$ cat config.mk
export PLATFORM = sky130hd
export DESIGN_NAME = pipelined_csel_addsub
export DESIGN_NICKNAME = d
export VERILOG_FILES = /design/src/rtl/pipelined_csel_addsub.sv
export SDC_FILE = /design/constraint.sdc
export NUM_CORES = 1
export LEC_CHECK = 0
export CORE_ASPECT_RATIO = 0.6
export CORE_MARGIN = 2
export CORE_UTILIZATION = 60
export CTS_CLUSTER_SIZE = 16
export DETAILED_ROUTE_END_ITERATION = 10
export DONT_BUFFER_PORTS = 1
export PLACE_DENSITY = 0.87
export SLEW_MARGIN = 20
export SYNTH_ARGS = -nofsm -noshare
export SYNTH_HDL_FRONTEND = slang
export SYNTH_SLANG_ARGS = --single-unit
$ cat constraint.sdc
create_clock -name clk -period 4.6 [get_ports clk]
set_input_delay 0.46 -clock clk [delete_from_list [all_inputs] [get_ports clk]]
set_output_delay 0.46 -clock clk [all_outputs]
set_load 0.005 [all_outputs]
$ cat src/rtl/pipelined_csel_addsub.sv
// Pipelined carry-select adder/subtractor with valid/ready backpressure and flush.
// WIDTH/BLOCK blocks are split into STAGES equal segments, one segment resolved per stage.

module pipelined_csel_addsub_blk #(
  parameter int BLOCK = 4
) (
  input  logic [BLOCK-1:0] i_a,
  input  logic [BLOCK-1:0] i_b,
  output logic [BLOCK-1:0] o_s0,
  output logic [BLOCK-1:0] o_s1,
  output logic             o_c0,
  output logic             o_c1
);
  assign {o_c0, o_s0} = {1'b0, i_a} + {1'b0, i_b};
  assign {o_c1, o_s1} = {1'b0, i_a} + {1'b0, i_b} + {{BLOCK{1'b0}}, 1'b1};
endmodule

module pipelined_csel_addsub #(
  parameter int WIDTH  = 32,
  parameter int BLOCK  = 4,
  parameter int STAGES = 2
) (
  input  logic             clk,
  input  logic             rst_n,
  input  logic             flush,
  input  logic             in_valid,
  output logic             in_ready,
  input  logic [WIDTH-1:0] a,
  input  logic [WIDTH-1:0] b,
  input  logic             ci,
  input  logic             sub,
  output logic             out_valid,
  input  logic             out_ready,
  output logic [WIDTH-1:0] s,
  output logic             co,
  output logic             ovf,
  output logic             zero
);
  localparam int NB  = WIDTH / BLOCK;
  localparam int BPS = NB / STAGES;
  localparam int SW  = BPS * BLOCK;

  logic [WIDTH-1:0]  w_bp;
  logic              w_c0;
  logic [STAGES-1:0] r_vld;
  logic [STAGES:0]   w_vld_pipe, w_rdy;

  assign w_bp       = sub ? ~b : b;
  assign w_c0       = ci ^ sub;
  assign w_vld_pipe = {r_vld, in_valid};
  assign out_valid  = w_vld_pipe[STAGES];
  assign in_ready   = w_rdy[0];

  // A stage may take a new beat when empty or when its own beat moves on.
  always_comb begin
    w_rdy[STAGES] = out_ready;
    for (int k = STAGES - 1; k >= 0; k--)
      w_rdy[k] = !r_vld[k] || w_rdy[k+1];
  end

  always_ff @(posedge clk or negedge rst_n) begin
    if (!rst_n)     r_vld <= '0;
    else if (flush) r_vld <= '0;
    else begin
      for (int k = 0; k < STAGES; k++)
        if (w_rdy[k]) r_vld[k] <= w_vld_pipe[k];
    end
  end

  for (genvar k = 0; k < STAGES; k++) begin : g_stg
    localparam int LO = k * SW;
    localparam int HI = LO + SW;

    logic [WIDTH-1:LO]         w_a, w_b;
    logic                      w_ci, w_co, w_ld;
    logic [BPS-1:0][BLOCK-1:0] w_s0, w_s1;
    logic [BPS-1:0]            w_k0, w_k1;
    logic [SW-1:0]             w_seg;
    logic [HI-1:0]             w_sum, r_s;
    logic                      r_c;

    assign w_ld = w_rdy[k] && w_vld_pipe[k];

    if (k == 0) begin : g_head
      assign w_a   = a;
      assign w_b   = w_bp;
      assign w_ci  = w_c0;
      assign w_sum = w_seg;
    end else begin : g_body
      assign w_a   = g_stg[k-1].g_fwd.r_a;
      assign w_b   = g_stg[k-1].g_fwd.r_b;
      assign w_ci  = g_stg[k-1].r_c;
      assign w_sum = {w_seg, g_stg[k-1].r_s};
    end

    pipelined_csel_addsub_blk #(.BLOCK(BLOCK)) u_blk [BPS-1:0] (
      .i_a  (w_a[HI-1:LO]),
      .i_b  (w_b[HI-1:LO]),
      .o_s0 (w_s0),
      .o_s1 (w_s1),
      .o_c0 (w_k0),
      .o_c1 (w_k1)
    );

    // Carry ripples only through the select muxes; block sums are precomputed.
    always_comb begin : p_sel
      logic c;
      c     = w_ci;
      w_seg = '0;
      for (int j = 0; j < BPS; j++) begin
        w_seg[j*BLOCK +: BLOCK] = c ? w_s1[j] : w_s0[j];
        c                       = c ? w_k1[j] : w_k0[j];
      end
      w_co = c;
    end

    always_ff @(posedge clk or negedge rst_n) begin
      if (!rst_n) begin
        r_s <= '0;
        r_c <= 1'b0;
      end else if (w_ld) begin
        r_s <= w_sum;
        r_c <= w_co;
      end
    end

    if (k < STAGES - 1) begin : g_fwd
      logic [WIDTH-1:HI] r_a, r_b;
      always_ff @(posedge clk or negedge rst_n) begin
        if (!rst_n) begin
          r_a <= '0;
          r_b <= '0;
        end else if (w_ld) begin
          r_a <= w_a[WIDTH-1:HI];
          r_b <= w_b[WIDTH-1:HI];
        end
      end
    end else begin : g_tail
      logic r_ovf, r_zero;
      always_ff @(posedge clk or negedge rst_n) begin
        if (!rst_n) begin
          r_ovf  <= 1'b0;
          r_zero <= 1'b0;
        end else if (w_ld) begin
          r_ovf  <= (w_a[WIDTH-1] == w_b[WIDTH-1]) && (w_sum[WIDTH-1] != w_a[WIDTH-1]);
          r_zero <= ~|w_sum;
        end
      end
      assign s    = r_s;
      assign co   = r_c;
      assign ovf  = r_ovf;
      assign zero = r_zero;
    end
  end
endmodule

### After elaboration in Yosys (flattened, before gate mapping)

Cells that the tools add are included.

* memory bits (read-only): 0
* memory bits (writable): 0
* bits in latches: 0
* memories kept: 0
* word-level logic and storage cells: 61
* register bits after elaboration: 86
* input port bits: 71

* order comparisons: 0
* $add $sub $neg: 16
* eq/ne operators: 2
* reductions and logical operators: 11
* div/mod/pow operators: 0
* $mul: 0
* shift-type cells: 0
* bitwise logic cells: 2
* muxes and demuxes: 20

Operators by type and width (count)
* 4-bit by 4-bit adder with 5-bit output: 8
* 5-bit by 1-bit adder with 5-bit output (second input constant): 8
* 32-bit two-way mux: 1
* 4-bit two-way mux: 8
* 32-bit NOT: 1
* 32-bit OR reduction: 1
* 1-bit two-way mux: 10
* 2-bit nonzero test: 2
* 1-bit logical AND: 3
* 1-bit zero test: 3
* 1-bit logical OR: 2
* 2-bit two-way mux: 1
* 1-bit == test: 1
* 1-bit inequality test: 1
* 1-bit XOR: 1

### Longest topological paths before layout

Gate-level depths: netlist (run 1).

* word-level depth: 8
* depth in mapped cells: 16

### Hierarchy

Synthesis (run 1) repeated with hierarchy kept, for this count alone.

* cell total of the unflattened synthesis: 575
* area total of the unflattened synthesis: 5740.5 um^2

Modules (own cells, without submodules)
* pipelined_csel_addsub: cells an instance 415, area an instance 4179.0 um^2, times used 1, seq. area each 2152.1 um^2
* pipelined_csel_addsub_blk: cells an instance 20, area an instance 195.2 um^2, times used 8, seq. area each 0.0 um^2

### Worst setup path after synthesis (run 1)

OpenSTA, ideal clock, no wires.

* path type: input port to flip-flop
* from: in sub
* to: reg g_stg[0].r_s[15]
* arrival: 3773 ps
* cell stages on the path: 16
* path slack: 745 ps
* path buffers: 2
* setup time: 82 ps
* cells stage by stage: buf_2 buf_1 xor2_1 ha_1 inv_1 fa_1 inv_1 ha_1 nand2_1 nor2_1 and3_1 nor3_1 mux2i_1 xnor2_2 or3_1 a31oi_1

* longest elaborated chain between the ends: 7

RTL lines
* from (decl): line 31 `input logic sub,`
* 32-bit two-way mux: line 48 `assign w_bp = sub ? ~b : b;`
* 4-bit by 4-bit adder with 5-bit output: line 14, 15
* 5-bit by 1-bit adder with 5-bit output: line 15 `assign {o_c1, o_s1} = {1'b0, i_a} + {1'b0, i_b} + {{BLOCK{1'b0}}, 1'b1};`
* 1-bit two-way mux (3 in a row): line 112 `c = c ? w_k1[j] : w_k0[j];`
* 4-bit two-way mux *: line 111 `w_seg[j*BLOCK +: BLOCK] = c ? w_s1[j] : w_s0[j];`
* to (signal assigned): line 122 `r_s <= w_sum;`
* to (decl): line 79 `logic [HI-1:0] w_sum, r_s;`

Every way passes the cells marked *; elsewhere a longest branch is shown, timed or not.
A chain may end at the register's enable or synchronous reset.

### Final worst setup path (run 1)

* from: reg g_stg[0].g_fwd.r_a[20] (netlist bit)
* to: reg g_stg[1].r_s[30] (netlist: s[30])

* longest elaborated chain between the ends: 5

RTL lines
* from (decl): line 128 `logic [WIDTH-1:HI] r_a, r_b;`
* from (signal assigned): line 134 `r_a <= w_a[WIDTH-1:HI];`
* 4-bit by 4-bit adder with 5-bit output *: line 14, 15
* 5-bit by 1-bit adder with 5-bit output: line 15
* 1-bit two-way mux * (2 in a row): line 112
* 4-bit two-way mux *: line 111
* to (signal assigned): line 122
* to (decl): line 79

Marked as above.

==> metrics.log, run 1 <==
[metrics] proportion of synthesized area in mux cells: 0.0227
[metrics] 1st-iter DRT viols: 284
[metrics] crit path kind: flop to flop
[metrics] clock tree from TritonCTS: yes
[metrics] largest family of logic cells by synthesized area: simple AND/OR/NAND/NOR gates
[metrics] Area Growth Syn to Fin: 6.87%
[metrics] Fmax achieved: 0.286 GHz
[metrics] Worst Setup SP: g_stg[0].g_fwd.r_a[20]
[metrics] proportion of netlist area held by the largest area contributor: 0.391
[metrics] Total Routing Usage GR: 0.265
[metrics] total of endpoints with negative setup slack in the final report: 0
[metrics] hold buffer count at cts: 1
[metrics] antenna violations before repair: 0
[metrics] H-tree level count: 3
[metrics] failing checks: hold timing
[metrics] setup TNS: 0 ps
[metrics] net count after synthesis: 719
[metrics] buffer count from post-CTS setup fixing: 0
[metrics] TritonCTS buffer count: 9
[metrics] synthesized netlist cell count: 600
[metrics] Net Switching: 913 uW
[metrics] # nets final: 712
[metrics] cell with the largest stage delay on the worst path: fa_1
[metrics] part of the power in combinational logic: 0.321
[metrics] RePlAce Congestion: 0.853
[metrics] sum of routed wire length over all layers: 12.3 mm
[metrics] Synth Area in Adders: 0.120
[metrics] Net Sw Frac: 0.353
[metrics] pre-CTS WS: 1080 ps
[metrics] slack of the worst reg-to-reg path: 1100 ps
[metrics] warning count from the yosys run: 0
[metrics] final-report max-slew violation count: 0
[metrics] Syn Area/Cell: 9.17 um2
[metrics] RR Startpoint: g_stg[0].g_fwd.r_a[20]
[metrics] slack of the critical path: 1100 ps
[metrics] # port buffers: 0
[metrics] Max IR drop VDD: 198 uV
[metrics] detailed-route vias per instance: 5.73
[metrics] capture point of the worst reg-to-reg path: s[30]
[metrics] post-detailed-route count of antenna-violating nets: 0
[metrics] sequential element share of the synthesized area: 0.391
[metrics] estimated wirelength of the detail-placed design: 9.42 mm
[metrics] filler cell count: 721
[metrics] overall power after layout: 2590 uW
[metrics] outcome: finished with violations
[metrics] clock transition time at the flip-flop clock pins of the worst setup and hold paths: 60 ps
[metrics] transition at the pin with the smallest max-transition slack: 921 ps
[metrics] number of cells on the worst reg-to-reg path: 11
[metrics] Slowest Stage Delay on Critical Path: 580 ps
[metrics] detailed-route wire length per cell: 17.3 um
[metrics] total standard cell area after synthesis: 0.00550 mm2
[metrics] cell type contributing the most total cell area after synthesis: dfrtp_1
[metrics] most common cell in the netlist: nand2_1
[metrics] number of ports placed on the die boundary: 108
[metrics] part of the power in the clock network: 0.256
[metrics] most common library cells after synthesis: 155 x nand2_1, 86 x dfrtp_1, 44 x xnor2_1
[metrics] critical path arrival: 3730 ps
[metrics] number of synthesized flops with an enable pin: 0
[metrics] clock period minus final worst setup slack: 3500 ps
[metrics] total number of vias: 4075
[metrics] class of the tightest hold or removal check: primary input to asynchronous set/reset pin
[metrics] Critical Path, Cell by Cell: ha_1 > fa_1 > ha_1 > nand2_1 > mux2i_1 > nor4b_1 > mux2i_1 > a2bb2oi_2 > a21boi_1 > or3_1 > o21a_1
[metrics] reported leakage power: 0.00279 uW
[metrics] total inserted antenna cells: 0
[metrics] kind of start point of the critical path: flop
[metrics] share of layout cells above drive strength 1: 0.0555
[metrics] xor-xnor portion of the synthesized cell area: 0.135
[metrics] top area cells in the synthesized netlist: dfrtp_1 39%, nand2_1 11%, ha_1 9.1%
[metrics] highest metal layer with signal wires: met4
[metrics] worst clock skew: 7.07 ps
[metrics] clock insertion delay at the later pin of the skew report: 340 ps
[metrics] length of routed wiring on met1: 5.67 mm
[metrics] global-route wire length before repair: 20.6 mm
[metrics] area of the die: 0.00998 mm2
[metrics] relative max-transition margin: 0.386
[metrics] Max Buffers Root-to-Sink: 2
[metrics] unrepaired setup endpoints after global routing: false
[metrics] Internal Power: 1680 uW
[metrics] die outline height: 78.2 um
[metrics] share of total power in sequential cells: 0.422
[metrics] critical path capture point type: flop
[metrics] fraction of registers with async set or reset after synthesis: 1.00
[metrics] worst setup path endpoint: s[30]
[metrics] number of DRC violations after detailed routing: 0
[metrics] final design utilization: 0.650
[metrics] width of the die: 128 um
[metrics] Cell Pwr Density: 440 mW/mm2
[metrics] number of rows created at floorplan: 27
[metrics] count of cells resized by post-cts repair: 0
[metrics] root buffer cell: clkbuf_16
[metrics] number of max-cap violations: 0
[metrics] prevailing post-synth register cell: dfrtp_1
[metrics] count of TritonRoute iterations in the first routing pass: 5
[metrics] total of flip-flops plus latches after synthesis: 86
[metrics] share of synthesized cell area in and, or, nand and nor gates: 0.185
[metrics] pin count of the biggest net entering global routing: 87
[metrics] Compound-Gate Fraction of Synth Area: 0.113
[metrics] GRT Residual Overflow: 0
[metrics] worst-path fanout max: 9
[metrics] Hold WS: -8.17 ps
[metrics] effective utilization at floorplan: 0.608
[metrics] sum of met2 wire segment lengths after detailed routing: 5.43 mm
[metrics] count of clock tree sinks: 86
[metrics] metal3 WL: 919 um
[metrics] portion of the clock cycle consumed by the worst path in the final layout: 0.760
[metrics] Core Area: 0.00905 mm2
[metrics] number of global-route vias before repair: 4117
[metrics] count of endpoints failing hold in the final timing report: 4
[metrics] Crit path required time: 4830 ps
[metrics] Yosys cell types: 53
==> final cells by class <==
| class | count | area (um2) | area share |
|---|---|---|---|
| multi-input combinational | 466 | 3170 | 0.539 |
| sequential | 86 | 2150 | 0.366 |
| clock buffer | 12 | 256 | 0.0436 |
| tap | 116 | 145 | 0.0247 |
| inverter | 26 | 97.6 | 0.0166 |
| timing repair buffer | 4 | 50.0 | 0.00851 |
| clock inverter | 1 | 7.51 | 0.00128 |
==> worst max-delay path: cells and delay by family, from the launching register on <==
kind	cells	cell delay, ps
mux	2	500
fa+ha+maj	3	1050
flops	1	380
simple gates	3	770
compound gates	3	670
==> power by group through the flow <==
stage | Clock, uW | Combinational [uW] | Sequential, uW
after floorplan | 0 | 656 | 1050
after global placement | 0 | 756 | 1090
after detailed placement | 0 | 803 | 1100
after CTS | 668 | 829 | 1090
after global routing | 696 | 940 | 1110
final | 663 | 832 | 1090
==> worst min-delay path by stage <==
stage	startpoint	slack (ps)	to	cells past startpoint
after detailed placement	rst_n	170	s[7]	0
after floorplan	rst_n	160	co	0
after global routing	rst_n	60	s[10]	1
after CTS	rst_n	40	s[7]	1
after global placement	rst_n	170	s[3]	0
final	rst_n	-8	s[7]	1
==> through the flow <==
step,cell area (um2),cells
after floorplan,5500,600
after global placement,5590,697
after detailed placement,5590,697
after CTS,5880,711
after global routing,5880,711
final,5880,711
==> routing by layer <==
layer / GRT usage / up-vias
met3: 0.0675 / 19
met2: 0.406 / 138
met1: 0.366 / 1926
met4: 0.100 / 0
met5: 0 / -
li1: - / 1992
==> layout by cell type (no fill, tap or decap), types with 14 or more instances in the layout <==
cell type and count:
inv_1 26, ha_1 40, o21ai_0 43, nor2_1 21, nand2_1 154, xor2_1 33, dfrtp_1 86, a21o_1 14
xnor2_1 44, a21oi_1 17
==> sequential cells by signal, summed over array words and instances (netlist names) <==
signal and flops:
s 32, g_stg.g_fwd.r_a 16, g_stg.g_fwd.r_b 16, g_stg.r_s 16
r_vld 2, co 1, g_stg.r_c 1, ovf 1
zero 1
==> logic make-up (layout without fill, tap and decap cells) <==
kind of cell / count (synthesis) / count (layout)
muxes: 12 / 12
DFF: 86 / 86
xor gates and xnor gates: 80 / 80
AOI/OAI and AO/OA: 98 / 98
adders and majority gates: 48 / 48
and+or+nand+nor: 228 / 228
buffers and inverters: 48 / 43
Power figures use the tool's default switching activity.
==> run 2, diff against run 1 <==
--- a/config.mk
+++ b/config.mk
@@ -7,7 +7,7 @@
 export LEC_CHECK = 0
 export CORE_ASPECT_RATIO = 0.6
 export CORE_MARGIN = 2
-export CORE_UTILIZATION = 60
+export CORE_UTILIZATION = 58
 export CTS_CLUSTER_SIZE = 16
 export DETAILED_ROUTE_END_ITERATION = 10
 export DONT_BUFFER_PORTS = 1
==> constraint.sdc (replaced) <==
create_clock -name clk -period 2.9 [get_ports clk]
set_input_delay 0.29 -clock clk [delete_from_list [all_inputs] [get_ports clk]]
set_output_delay 0.29 -clock clk [all_outputs]
set_load 0.005 [all_outputs]
==> run 2 against run 1 <==
Against the previous run: the flow finishes with violations (setup timing); clock power up 89%; die area up 3.3%; core utilization up 4.8 points; cell area up 8.9%.
==> metrics.log, run 2 (synthesis gave the netlist of run 1 again) <==
[metrics] # port buffers: 0 (unchanged)
[metrics] antenna violations before repair: 0 (unchanged)
[metrics] min-delay src: flush
[metrics] number of global-route vias before repair: 4376 (was 4117)
[metrics] total inserted antenna cells: 0 (unchanged)
[metrics] unrepaired setup endpoints after global routing: true (was false)
[metrics] RePlAce Congestion: 0.858 (was 0.853)
[metrics] final design utilization: 0.697 (was 0.650)
[metrics] reported leakage power: 0.00303 uW (was 0.00279 uW)
[metrics] detailed-route vias per instance: 5.88 (was 5.73)
[metrics] TritonCTS buffer count: 9 (unchanged)
[metrics] H-tree level count: 3 (unchanged)
[metrics] number of max-cap violations: 0 (unchanged)
[metrics] slack of the critical path: -341 ps (was 1100 ps)
[metrics] Area Growth Syn to Fin: 16.4% (was 6.87%)
[metrics] setup TNS: -1880 ps (was 0 ps)
[metrics] Hold WS: 1.96 ps (was -8.17 ps)
[metrics] slack of the worst reg-to-reg path: -340 ps (was 1100 ps)
[metrics] worst clock skew: 6.10 ps (was 7.07 ps)
[metrics] count of TritonRoute iterations in the first routing pass: 5 (unchanged)
[metrics] number of cells on the worst reg-to-reg path: 12 (was 11)
[metrics] number of DRC violations after detailed routing: 0 (unchanged)
[metrics] crit path kind: flop to flop (unchanged)
[metrics] commonest cells after routing, fill and taps aside: 152 x nand2_1, 86 x dfrtp_1, 41 x o21ai_0, 41 x xnor2_1, 38 x buf_4 (was 154 x nand2_1, 86 x dfrtp_1, 44 x xnor2_1)
[metrics] portion of the clock cycle consumed by the worst path in the final layout: 1.12 (was 0.760)
[metrics] total number of vias: 4497 (was 4075)
[metrics] clock transition time at the flip-flop clock pins of the worst setup and hold paths: 60 ps (about the same)
[metrics] overall power after layout: 4670 uW (was 2590 uW)
[metrics] clock insertion delay at the later pin of the skew report: 350 ps (was 340 ps)
[metrics] endpoint with the worst hold slack: r_vld[0]
[metrics] # nets final: 750 (was 712)
[metrics] root buffer cell: clkbuf_16 (unchanged)
[metrics] failing checks: setup timing (was hold timing)
[metrics] clock period minus final worst setup slack: 3240 ps (was 3500 ps)
[metrics] global-route wire length before repair: 21.8 mm (was 20.6 mm)
[metrics] transition at the pin with the smallest max-transition slack: 742 ps (was 921 ps)
[metrics] area of the die: 0.0103 mm2 (was 0.00998 mm2)
[metrics] GRT Residual Overflow: 0 (unchanged)
[metrics] Max Buffers Root-to-Sink: 2 (unchanged)
[metrics] RR Startpoint: g_stg[0].g_fwd.r_a[16] (was g_stg[0].g_fwd.r_a[20])
[metrics] pin count of the biggest net entering global routing: 87 (unchanged)
[metrics] kind of start point of the critical path: flop (unchanged)
[metrics] post-detailed-route count of antenna-violating nets: 0 (unchanged)
[metrics] relative max-transition margin: 0.504 (was 0.386)
[metrics] detailed-route wire length per cell: 18.6 um (was 17.3 um)
[metrics] 1st-iter DRT viols: 423 (was 284)
[metrics] width of the die: 130 um (was 128 um)
[metrics] critical path arrival: 3480 ps (was 3730 ps)
[metrics] Max IR drop VDD: 342 uV (was 198 uV)
[metrics] capture point of the worst reg-to-reg path: ovf (was s[30])
[metrics] clock tree from TritonCTS: yes (unchanged)
[metrics] Crit path required time: 3140 ps (was 4830 ps)
[metrics] depth of the worst hold-timing path: 1
[metrics] number of rows created at floorplan: 27 (unchanged)
[metrics] Core Area: 0.00919 mm2 (was 0.00905 mm2)
[metrics] pre-CTS WS: -273 ps (was 1080 ps)
[metrics] flip-flop count of the largest register after layout: 32 (unchanged)
[metrics] Fmax achieved: 0.309 GHz (was 0.286 GHz)
[metrics] filler cell count: 657 (was 721)
[metrics] sum of routed wire length over all layers: 14.2 mm (was 12.3 mm)
[metrics] class of the tightest hold or removal check: primary input to flop (was primary input to asynchronous set/reset pin)
[metrics] most common library cell in the layout ignoring fill and taps: nand2_1 (unchanged)
[metrics] effective utilization at floorplan: 0.599 (was 0.608)
[metrics] outcome: finished with violations (unchanged)
[metrics] Total Routing Usage GR: 0.278 (was 0.265)
[metrics] share of layout cells above drive strength 1: 0.154 (was 0.0555)
[metrics] number of ports placed on the die boundary: 108 (unchanged)
[metrics] final-report max-slew violation count: 0 (unchanged)
[metrics] worst-path fanout max: 5 (was 9)
[metrics] estimated wirelength of the detail-placed design: 10.0 mm (was 9.42 mm)
[metrics] total of endpoints with negative setup slack in the final report: 8 (was 0)
[metrics] count of endpoints failing hold in the final timing report: 0 (was 4)
[metrics] die outline height: 79.5 um (was 78.2 um)
[metrics] critical path capture point type: flop (unchanged)
[metrics] Cell Pwr Density: 730 mW/mm2 (was 440 mW/mm2)
[metrics] count of clock tree sinks: 86 (unchanged)
-- run 2: routing by layer --
metal	part of all wire	vias to the layer above	routed length (um)	track usage
li1	-	2063	-	-
met3	0.10	45	1450	0.0932
met1	0.42	2151	5900	0.362
met4	0.026	0	371	0.106
met5	0	-	0	0
met2	0.46	238	6470	0.431
-- run 2: power breakdown --
| group | switching (uW) | internal, uW | leakage (uW) | total (uW) |
|---|---|---|---|---|
| clock | 454 | 796 | 0.000155 | 1250 |
| combinational | 926 | 750 | 0.00181 | 1680 |
| sequential | 268 | 1480 | 0.00106 | 1750 |
| total | 1650 | 3030 | 0.00303 | 4670 |
-- run 2: metrics by stage --
stage	cell area [um2]	cells
6_report	6400	765
5_1_grt	6400	765
4_1_cts	6310	761
3_5_place_dp	5890	741
3_3_place_gp	5890	741
2_1_floorplan	5580	600
-- run 2: final cells by class --
class | count | area [um2] | area share
Sequential cell | 86 | 2150 | 0.336
Multi-Input combinational cell | 466 | 3320 | 0.519
Clock inverter | 3 | 67.6 | 0.0105
Clock buffer | 12 | 256 | 0.0400
Inverter | 26 | 97.6 | 0.0152
Timing Repair Buffer | 42 | 345 | 0.0539
Tap cell | 130 | 163 | 0.0254
-- run 2: critical path: stages, from the launching register on --
cell	delay [ps]
dfrtp_1	400
ha_2	210
fa_1	510
ha_2	180
nand2_2	80
nor2_4	130
a311oi_2	130
o21a_4	240
a2111o_1	410
a2bb2oi_4	210
nand4_1	140
xor3_1	260
o31ai_1	230
-- run 2: timing repair --
action | CTS | global route
hold endpoints to repair | 86 | 0
resized for setup | 7 | 11
endpoints found under the setup margin | 7 | 15
setup buffers | 3 | 4
hold buffers | 2 | 0
pin swaps | 6 | 11
-- run 2: worst max path at each step --
stage                                      start               end  slack (ps)  cells past startpoint
after CTS                 g_stg[0].g_fwd.r_a[16]             s[30]        -260                     12
final                     g_stg[0].g_fwd.r_a[16]               ovf        -340                     12
after floorplan                              sub  g_stg[0].r_s[15]        -220                     16
after global routing      g_stg[0].g_fwd.r_a[16]              zero        -420                     13
after detailed placement  g_stg[0].g_fwd.r_a[16]              zero        -270                     13
after global placement    g_stg[0].g_fwd.r_a[16]             s[30]        -190                     12
